$ cat config.mk
export PLATFORM = sky130hd
export DESIGN_NAME = vga_ball_pixel_gen_flat
export DESIGN_NICKNAME = d
export VERILOG_FILES = /design/src/rtl/vga_ball_pixel_gen_pkg.sv /design/src/rtl/vga_ball_pixel_gen_if.sv /design/src/rtl/vga_ball_pixel_gen_axis_bounce.sv /design/src/rtl/vga_ball_pixel_gen.sv /design/src/flat_wrapper.sv
export SDC_FILE = /design/constraint.sdc
export NUM_CORES = 1
export LEC_CHECK = 0
export BUFFER_PORTS_ARGS = -buffer_cell sky130_fd_sc_hd__buf_4
export CORE_UTILIZATION = 31
export DETAILED_ROUTE_END_ITERATION = 6
export GPL_TIMING_DRIVEN = 1
export PLACE_DENSITY = 0.58
export SYNTH_ARGS = -nofsm -noshare
export SYNTH_HDL_FRONTEND = slang
export SYNTH_SLANG_ARGS = --single-unit
$ cat constraint.sdc
create_clock -name clk -period 2.5 [get_ports clk]
set_input_delay 0.375 -clock clk [delete_from_list [all_inputs] [get_ports clk]]
set_output_delay 0.375 -clock clk [all_outputs]
set_load 0.03 [all_outputs]
$ cat src/rtl/vga_ball_pixel_gen_pkg.sv
// Shared VGA constants, colour defaults and types for the bouncing-ball pixel generator.
// Used by vga_ball_pixel_gen; the optional border is enabled by defining VGA_BORDER_EN.
package vga_ball_pixel_gen_pkg;
   localparam int H_ACTIVE = 640;
   localparam int V_ACTIVE = 480;
   localparam int COLOR_W  = 12;
   localparam int POS_W    = 10;

   localparam logic [COLOR_W-1:0] BALL_COLOR_DEF   = 12'hF00;
   localparam logic [COLOR_W-1:0] BG_COLOR_DEF     = 12'h00F;
   localparam logic [COLOR_W-1:0] BORDER_COLOR_DEF = 12'hFFF;
   localparam logic [COLOR_W-1:0] BLANK_COLOR      = 12'h000;

   typedef logic [COLOR_W-1:0] rgb_t;
   typedef logic [POS_W-1:0]   pos_t;

   // Sums are 11 bits so start+size never wraps near the right/bottom edge.
   function automatic logic in_span(input pos_t c, input pos_t start, input int size);
      logic [POS_W:0] c_w;
      logic [POS_W:0] lo_w;
      logic [POS_W:0] hi_w;
      c_w  = {1'b0, c};
      lo_w = {1'b0, start};
      hi_w = lo_w + (POS_W+1)'(size);
      return (c_w >= lo_w) && (c_w < hi_w);
   endfunction
endpackage

$ cat src/rtl/vga_ball_pixel_gen_if.sv
// Raster timing bundle from vga_sync to the pixel generator.
// master = timing source (vga_sync), slave = pixel generator.
interface vga_ball_pixel_gen_if;
   import vga_ball_pixel_gen_pkg::*;

   logic vd_on;
   logic h_sync;
   logic v_sync;
   pos_t h_count;
   pos_t v_count;

   modport master (output vd_on, h_sync, v_sync, h_count, v_count);
   modport slave  (input  vd_on, h_sync, v_sync, h_count, v_count);
endinterface

$ cat src/rtl/vga_ball_pixel_gen_axis_bounce.sv
// One axis of ball motion: position and direction registers with clamp-and-flip at the limits.
// dir=1 moves toward larger coordinates.
module axis_bounce
   import vga_ball_pixel_gen_pkg::*;
#(
   parameter int SPEED = 2,
   parameter int POS0  = 320
) (
   input  logic clk,
   input  logic rst,
   input  logic step_en,
   input  pos_t limit_lo,
   input  pos_t limit_hi,
   output pos_t pos,
   output logic dir
);
   pos_t pos_q, pos_d;
   logic dir_q, dir_d;

   logic [POS_W:0] fwd_sum;
   logic [POS_W:0] lo_thresh;

   always_comb begin
      fwd_sum   = {1'b0, pos_q} + (POS_W+1)'(SPEED);
      lo_thresh = {1'b0, limit_lo} + (POS_W+1)'(SPEED);
      pos_d     = pos_q;
      dir_d     = dir_q;
      if (step_en) begin
         if (dir_q) begin
            if (fwd_sum > {1'b0, limit_hi}) begin
               pos_d = limit_hi;
               dir_d = 1'b0;
            end else begin
               pos_d = fwd_sum[POS_W-1:0];
            end
         end else begin
            // Stepping back would cross limit_lo: park on it and turn around.
            if ({1'b0, pos_q} < lo_thresh) begin
               pos_d = limit_lo;
               dir_d = 1'b1;
            end else begin
               pos_d = pos_q - POS_W'(SPEED);
            end
         end
      end
   end

   always_ff @(posedge clk) begin
      if (rst) begin
         pos_q <= POS_W'(POS0);
         dir_q <= 1'b1;
      end else begin
         pos_q <= pos_d;
         dir_q <= dir_d;
      end
   end

   assign pos = pos_q;
   assign dir = dir_q;
endmodule

$ cat src/rtl/vga_ball_pixel_gen.sv
// Bouncing-ball pixel generator: registered colour plus 1-cycle retimed syncs, ball moves once per frame.
// Optional 1-pixel border around the visible area when VGA_BORDER_EN is defined.
module vga_ball_pixel_gen
   import vga_ball_pixel_gen_pkg::*;
#(
   parameter int   BALL_SIZE    = 16,
   parameter int   SPEED        = 2,
   parameter int   BALL_X0      = 320,
   parameter int   BALL_Y0      = 240,
   parameter rgb_t BALL_COLOR   = BALL_COLOR_DEF,
   parameter rgb_t BG_COLOR     = BG_COLOR_DEF,
   parameter rgb_t BORDER_COLOR = BORDER_COLOR_DEF
) (
   input  logic                 clk,
   input  logic                 rst,
   vga_ball_pixel_gen_if.slave  vga,
   input  logic                 pause,
   output rgb_t                 rgb_out,
   output logic                 h_sync_out,
   output logic                 v_sync_out,
   output logic                 frame_tick
);
`ifdef VGA_BORDER_EN
   localparam pos_t X_LO = POS_W'(1);
   localparam pos_t X_HI = POS_W'(H_ACTIVE - 1 - BALL_SIZE);
   localparam pos_t Y_LO = POS_W'(1);
   localparam pos_t Y_HI = POS_W'(V_ACTIVE - 1 - BALL_SIZE);
`else
   localparam pos_t X_LO = '0;
   localparam pos_t X_HI = POS_W'(H_ACTIVE - BALL_SIZE);
   localparam pos_t Y_LO = '0;
   localparam pos_t Y_HI = POS_W'(V_ACTIVE - BALL_SIZE);
`endif

   rgb_t rgb_q, rgb_d;
   logic h_sync_q, v_sync_q;
   logic frame_tick_q;

   pos_t ball_x, ball_y;
   logic dir_x, dir_y;
   logic step_en;
   logic in_ball;
   logic is_border;

   // Position only changes on the tick cycle, which falls in vertical blank.
   assign step_en = frame_tick_q & ~pause;

   axis_bounce #(.SPEED(SPEED), .POS0(BALL_X0)) u_axis_x (
      .clk      (clk),
      .rst      (rst),
      .step_en  (step_en),
      .limit_lo (X_LO),
      .limit_hi (X_HI),
      .pos      (ball_x),
      .dir      (dir_x)
   );

   axis_bounce #(.SPEED(SPEED), .POS0(BALL_Y0)) u_axis_y (
      .clk      (clk),
      .rst      (rst),
      .step_en  (step_en),
      .limit_lo (Y_LO),
      .limit_hi (Y_HI),
      .pos      (ball_y),
      .dir      (dir_y)
   );

   assign in_ball = in_span(vga.h_count, ball_x, BALL_SIZE) &&
                    in_span(vga.v_count, ball_y, BALL_SIZE);

`ifdef VGA_BORDER_EN
   assign is_border = (vga.h_count == '0) || (vga.h_count == POS_W'(H_ACTIVE - 1)) ||
                      (vga.v_count == '0) || (vga.v_count == POS_W'(V_ACTIVE - 1));
`else
   assign is_border = 1'b0;
`endif

   always_comb begin
      rgb_d = BG_COLOR;
      if (!vga.vd_on) begin
         rgb_d = BLANK_COLOR;
      end else if (in_ball) begin
         rgb_d = BALL_COLOR;
      end else if (is_border) begin
         rgb_d = BORDER_COLOR;
      end
   end

   always_ff @(posedge clk) begin
      if (rst) begin
         rgb_q        <= BLANK_COLOR;
         h_sync_q     <= 1'b1;
         v_sync_q     <= 1'b1;
         frame_tick_q <= 1'b0;
      end else begin
         rgb_q        <= rgb_d;
         h_sync_q     <= vga.h_sync;
         v_sync_q     <= vga.v_sync;
         frame_tick_q <= (vga.v_count == POS_W'(V_ACTIVE)) && (vga.h_count == '0);
      end
   end

   assign rgb_out    = rgb_q;
   assign h_sync_out = h_sync_q;
   assign v_sync_out = v_sync_q;
   assign frame_tick = frame_tick_q;
endmodule

$ cat src/flat_wrapper.sv
// flat-port wrapper written by rule: the top's interface ports become plain ports
module vga_ball_pixel_gen_flat import vga_ball_pixel_gen_pkg::*;
#(
   parameter int   BALL_SIZE    = 16,
   parameter int   SPEED        = 2,
   parameter int   BALL_X0      = 320,
   parameter int   BALL_Y0      = 240,
   parameter rgb_t BALL_COLOR   = BALL_COLOR_DEF,
   parameter rgb_t BG_COLOR     = BG_COLOR_DEF,
   parameter rgb_t BORDER_COLOR = BORDER_COLOR_DEF
)
  (clk, rst, pause, rgb_out, h_sync_out, v_sync_out, frame_tick, vga_vd_on, vga_h_sync, vga_v_sync, vga_h_count, vga_v_count);
  vga_ball_pixel_gen_if vga_i ();
  input  logic clk;
  input  logic rst;
  input  logic pause;
  output rgb_t rgb_out;
  output logic h_sync_out;
  output logic v_sync_out;
  output logic frame_tick;
  input wire logic [$bits(vga_i.vd_on)-1:0] vga_vd_on;
  input wire logic [$bits(vga_i.h_sync)-1:0] vga_h_sync;
  input wire logic [$bits(vga_i.v_sync)-1:0] vga_v_sync;
  input wire logic [$bits(vga_i.h_count)-1:0] vga_h_count;
  input wire logic [$bits(vga_i.v_count)-1:0] vga_v_count;
  assign vga_i.vd_on = vga_vd_on;
  assign vga_i.h_sync = vga_h_sync;
  assign vga_i.v_sync = vga_v_sync;
  assign vga_i.h_count = vga_h_count;
  assign vga_i.v_count = vga_v_count;
  vga_ball_pixel_gen #(.BALL_SIZE(BALL_SIZE), .SPEED(SPEED), .BALL_X0(BALL_X0), .BALL_Y0(BALL_Y0), .BALL_COLOR(BALL_COLOR), .BG_COLOR(BG_COLOR), .BORDER_COLOR(BORDER_COLOR)) u_core (.clk(clk), .rst(rst), .vga(vga_i), .pause(pause), .rgb_out(rgb_out), .h_sync_out(h_sync_out), .v_sync_out(v_sync_out), .frame_tick(frame_tick));
endmodule
==> results.cfg <==
[floorplanning]
dieArea_sq_um = 9750
die_x_um = 98.7
start_util_pct = 32.6
std_cell_rows = 34
core_area_sq_um = 8890
die_height_um = 98.7
ioPinCount = 41

[worst_setup_path]
cpPeakStageDelay_ns = 0.41
path_class = reg2reg
cp_top_family = simple AND/OR/NAND/NOR gates
critical_path_arrival_ns = 2.53
required_ns = 2.69
cp_max_fo = 4
crit_chain = ha_1, and3_1, xnor2_1, ha_1, a21o_1, a21oi_1, nand2_1, o21ai_0, nand4_1, and3_1
cp_num_buf_inv = 0
cp-start-kind = flop
endpoint_kind = flop
cp_slowest_cell = dfxtp_1

[final_layout]
num_antenna_cells = 0
drive_gt1_share_pct = 20.0
area_growth_pct = 15.3
final_cells = 512
final_util_pct = 37.6
fin_nets = 469

[place]
dp.cells = 508
routabilityCongestion = 0.855
dpl.hpwl_um = 6510
dp_slack_ns = 0.184
port_buffers = 36

[pwr]
leakagePower_nw = 1.35
fin_total_pwr_mw = 0.882
pwr-share-comb_pct = 22.2
ir_worst_vdd_mv = 0.158
p_int_mw = 0.605
power_density_nw_per_um2 = 263
clkPwrFrac_pct = 31.0
p_sw_mw = 0.277
pwr-share-seq_pct = 46.8
netSwitchingFraction_pct = 31.4

[timing]
fin_crit_sh_pct = 93.5
rsz0062_at_grt = no
maxSlewViolCount = 0
relSlewSlack_pct = 56.5
fmax_mhz = 428
tightest_slew_ns = 0.652
tns_ns = 0
hold_viol_final = 0
setup_viol = 0
period_needed_ns = 2.34
setup_ws_ns = 0.162
skew_ns = 0.00401

[global_routing]
antenna_found_initial = 0
globalRoute.totalOverflow = 0
track_usage_pct = 17.5
grt_max_degree = 23
grt_pass1_vias = 2825
grt_pass1_wl_um = 13700

[clock_network]
cts_buffer_depth = 2
htreeDepth = 1
cts_root_buf = clkbuf_8
clkLatencyLatePin_ns = 0.29
clkSinkCount = 25
cts_buffers = 3
cts_tree = done
path_clk_slew_ns = 0.11

[yosys]
ys_warn_count = 0
synth_area_leaders = dfxtp_1, ha_1, xnor2_1
seq_area_frac_synth_pct = 17.2
yosysUniqueCellTypes = 64
synth_flop_cell = dfxtp_1
synth_commonest_cells = ha_1, dfxtp_1, a21oi_1, nand3_1, nor2_1
synthArstFlopShare_pct = 0
synth_edf_count = 0
synth.top_cell.area_share_pct = 17.2
synth_top_area_cell = dfxtp_1
netlist_area_sq_um = 2900
avgSynthCellArea_sq_um = 7.80
synth_most_common_cell = ha_1
synth_seq_cells = 25
synth_cells = 372

[detailed_routing]
drtPass1Iterations = 4
routed-via-count = 2841
ant_nets = 0
wl_per_cell_um = 15.9
drtIter0Drc = 98
wl_um = 8140
drc = 0
viasPerCell = 5.55

[status]
status = finished clean

[job]
max_cap_viol_count = 0

[hold_path]
holdCritPathClass = in2reg
logic make-up (layout without fill, tap and decap cells):
logic type,after synthesis,count (layout),share of synthesized area [%]
flip-flops,25,25,17.2
buffers and inverters,56,85,9.23
multiplexers,2,2,0.690
adder cells (fa/ha/maj),38,38,16.4
XOR/XNOR,19,19,5.74
AND/OR/NAND/NOR,126,126,24.7
AO/OA/AOI/OAI,105,105,25.9
other,1,4,0.129
cells in the final DEF, fill, tap and decap left out, types with 8 or more instances in the layout:
cell,n
o21ai_0,20
a21o_1,8
ha_1,38
nand2_1,18
nor3_1,14
buf_4,57
nand3_1,22
nor2_1,22
a21oi_1,22
xnor2_1,17
inv_1,20
dfxtp_1,24
layer usage:
metal  vias to the layer above  wire [um]  GRT usage, %  part of all wire (%)
li1                       1443          -             -                     -
met1                      1318       3570          21.4                    44
met2                        65       4080          31.3                    50
met3                        15        296          2.13                   3.6
met4                         0        191          6.89                   2.3
met5                         -          0             0                     0
flip-flops by register name (all words and copies together) (netlist names):
name,flops
u_core.u_axis_x.pos,9
u_core.u_axis_y.pos,9
u_core.rgb_out,2
u_core.frame_tick,1
u_core.h_sync_out,1
u_core.u_axis_x.dir,1
u_core.u_axis_y.dir,1
u_core.v_sync_out,1
path summary, 6_finish.rpt:
kind	startpoint	endpoint	slack (ns)	cells past startpoint
max	u_core.u_axis_y.pos[5]$_SDFFE_PP1P_	u_core.rgb_out[3]$_SDFF_PP0_	0.16	10
min	vga_h_sync	u_core.h_sync_out$_SDFF_PP1_	0.26	2
max reg2reg	u_core.u_axis_y.pos[5]$_SDFFE_PP1P_	u_core.rgb_out[3]$_SDFF_PP0_	0.16	10
min reg2reg	u_core.u_axis_y.pos[1]$_SDFFE_PP0P_	u_core.u_axis_y.pos[1]$_SDFFE_PP0P_	0.54	2
power groups by stage:
stage / clock (mW) / combinational, mW / sequential [mW]
6_report: 0.274 / 0.196 / 0.412
5_1_grt: 0.299 / 0.219 / 0.413
4_1_cts: 0.284 / 0.197 / 0.413
3_5_place_dp: 0 / 0.196 / 0.422
3_3_place_gp: 0 / 0.192 / 0.421
2_1_floorplan: 0 / 0.123 / 0.425
per-stage QoR:
stage	instance area [sq um]	hold slack [ns]
floorplan	2910	0.479
global placement	3300	0.529
detailed placement	3300	0.530
CTS	3340	0.252
global route	3350	0.252
finish	3350	0.260
what timing repair did:
item,4_1_cts,5_1_grt
setup endpoints to repair,0,2
resized for setup,0,1
setup buffers,0,0
hold buffers,0,0
final cells by class:
| type | instances | area, sq um |
|---|---|---|
| Fill cell | 915 | 5550 |
| Multi-Input combinational cell | 294 | 2140 |
| Sequential cell | 25 | 502 |
| Timing Repair Buffer | 57 | 428 |
| Tap cell | 108 | 135 |
| Inverter | 24 | 90.1 |
| Clock buffer | 3 | 41.3 |
| Clock inverter | 1 | 5.00 |
worst register-to-register path: cells and delay by family (launching register included):
family	cells	cell delay (ns)
AOI/OAI and AO/OA	3	0.52
DFF	1	0.41
adders and majority gates	2	0.53
and+or+nand+nor	4	0.64
xor gates and xnor gates	1	0.15
(Power assumes the default switching activity.)
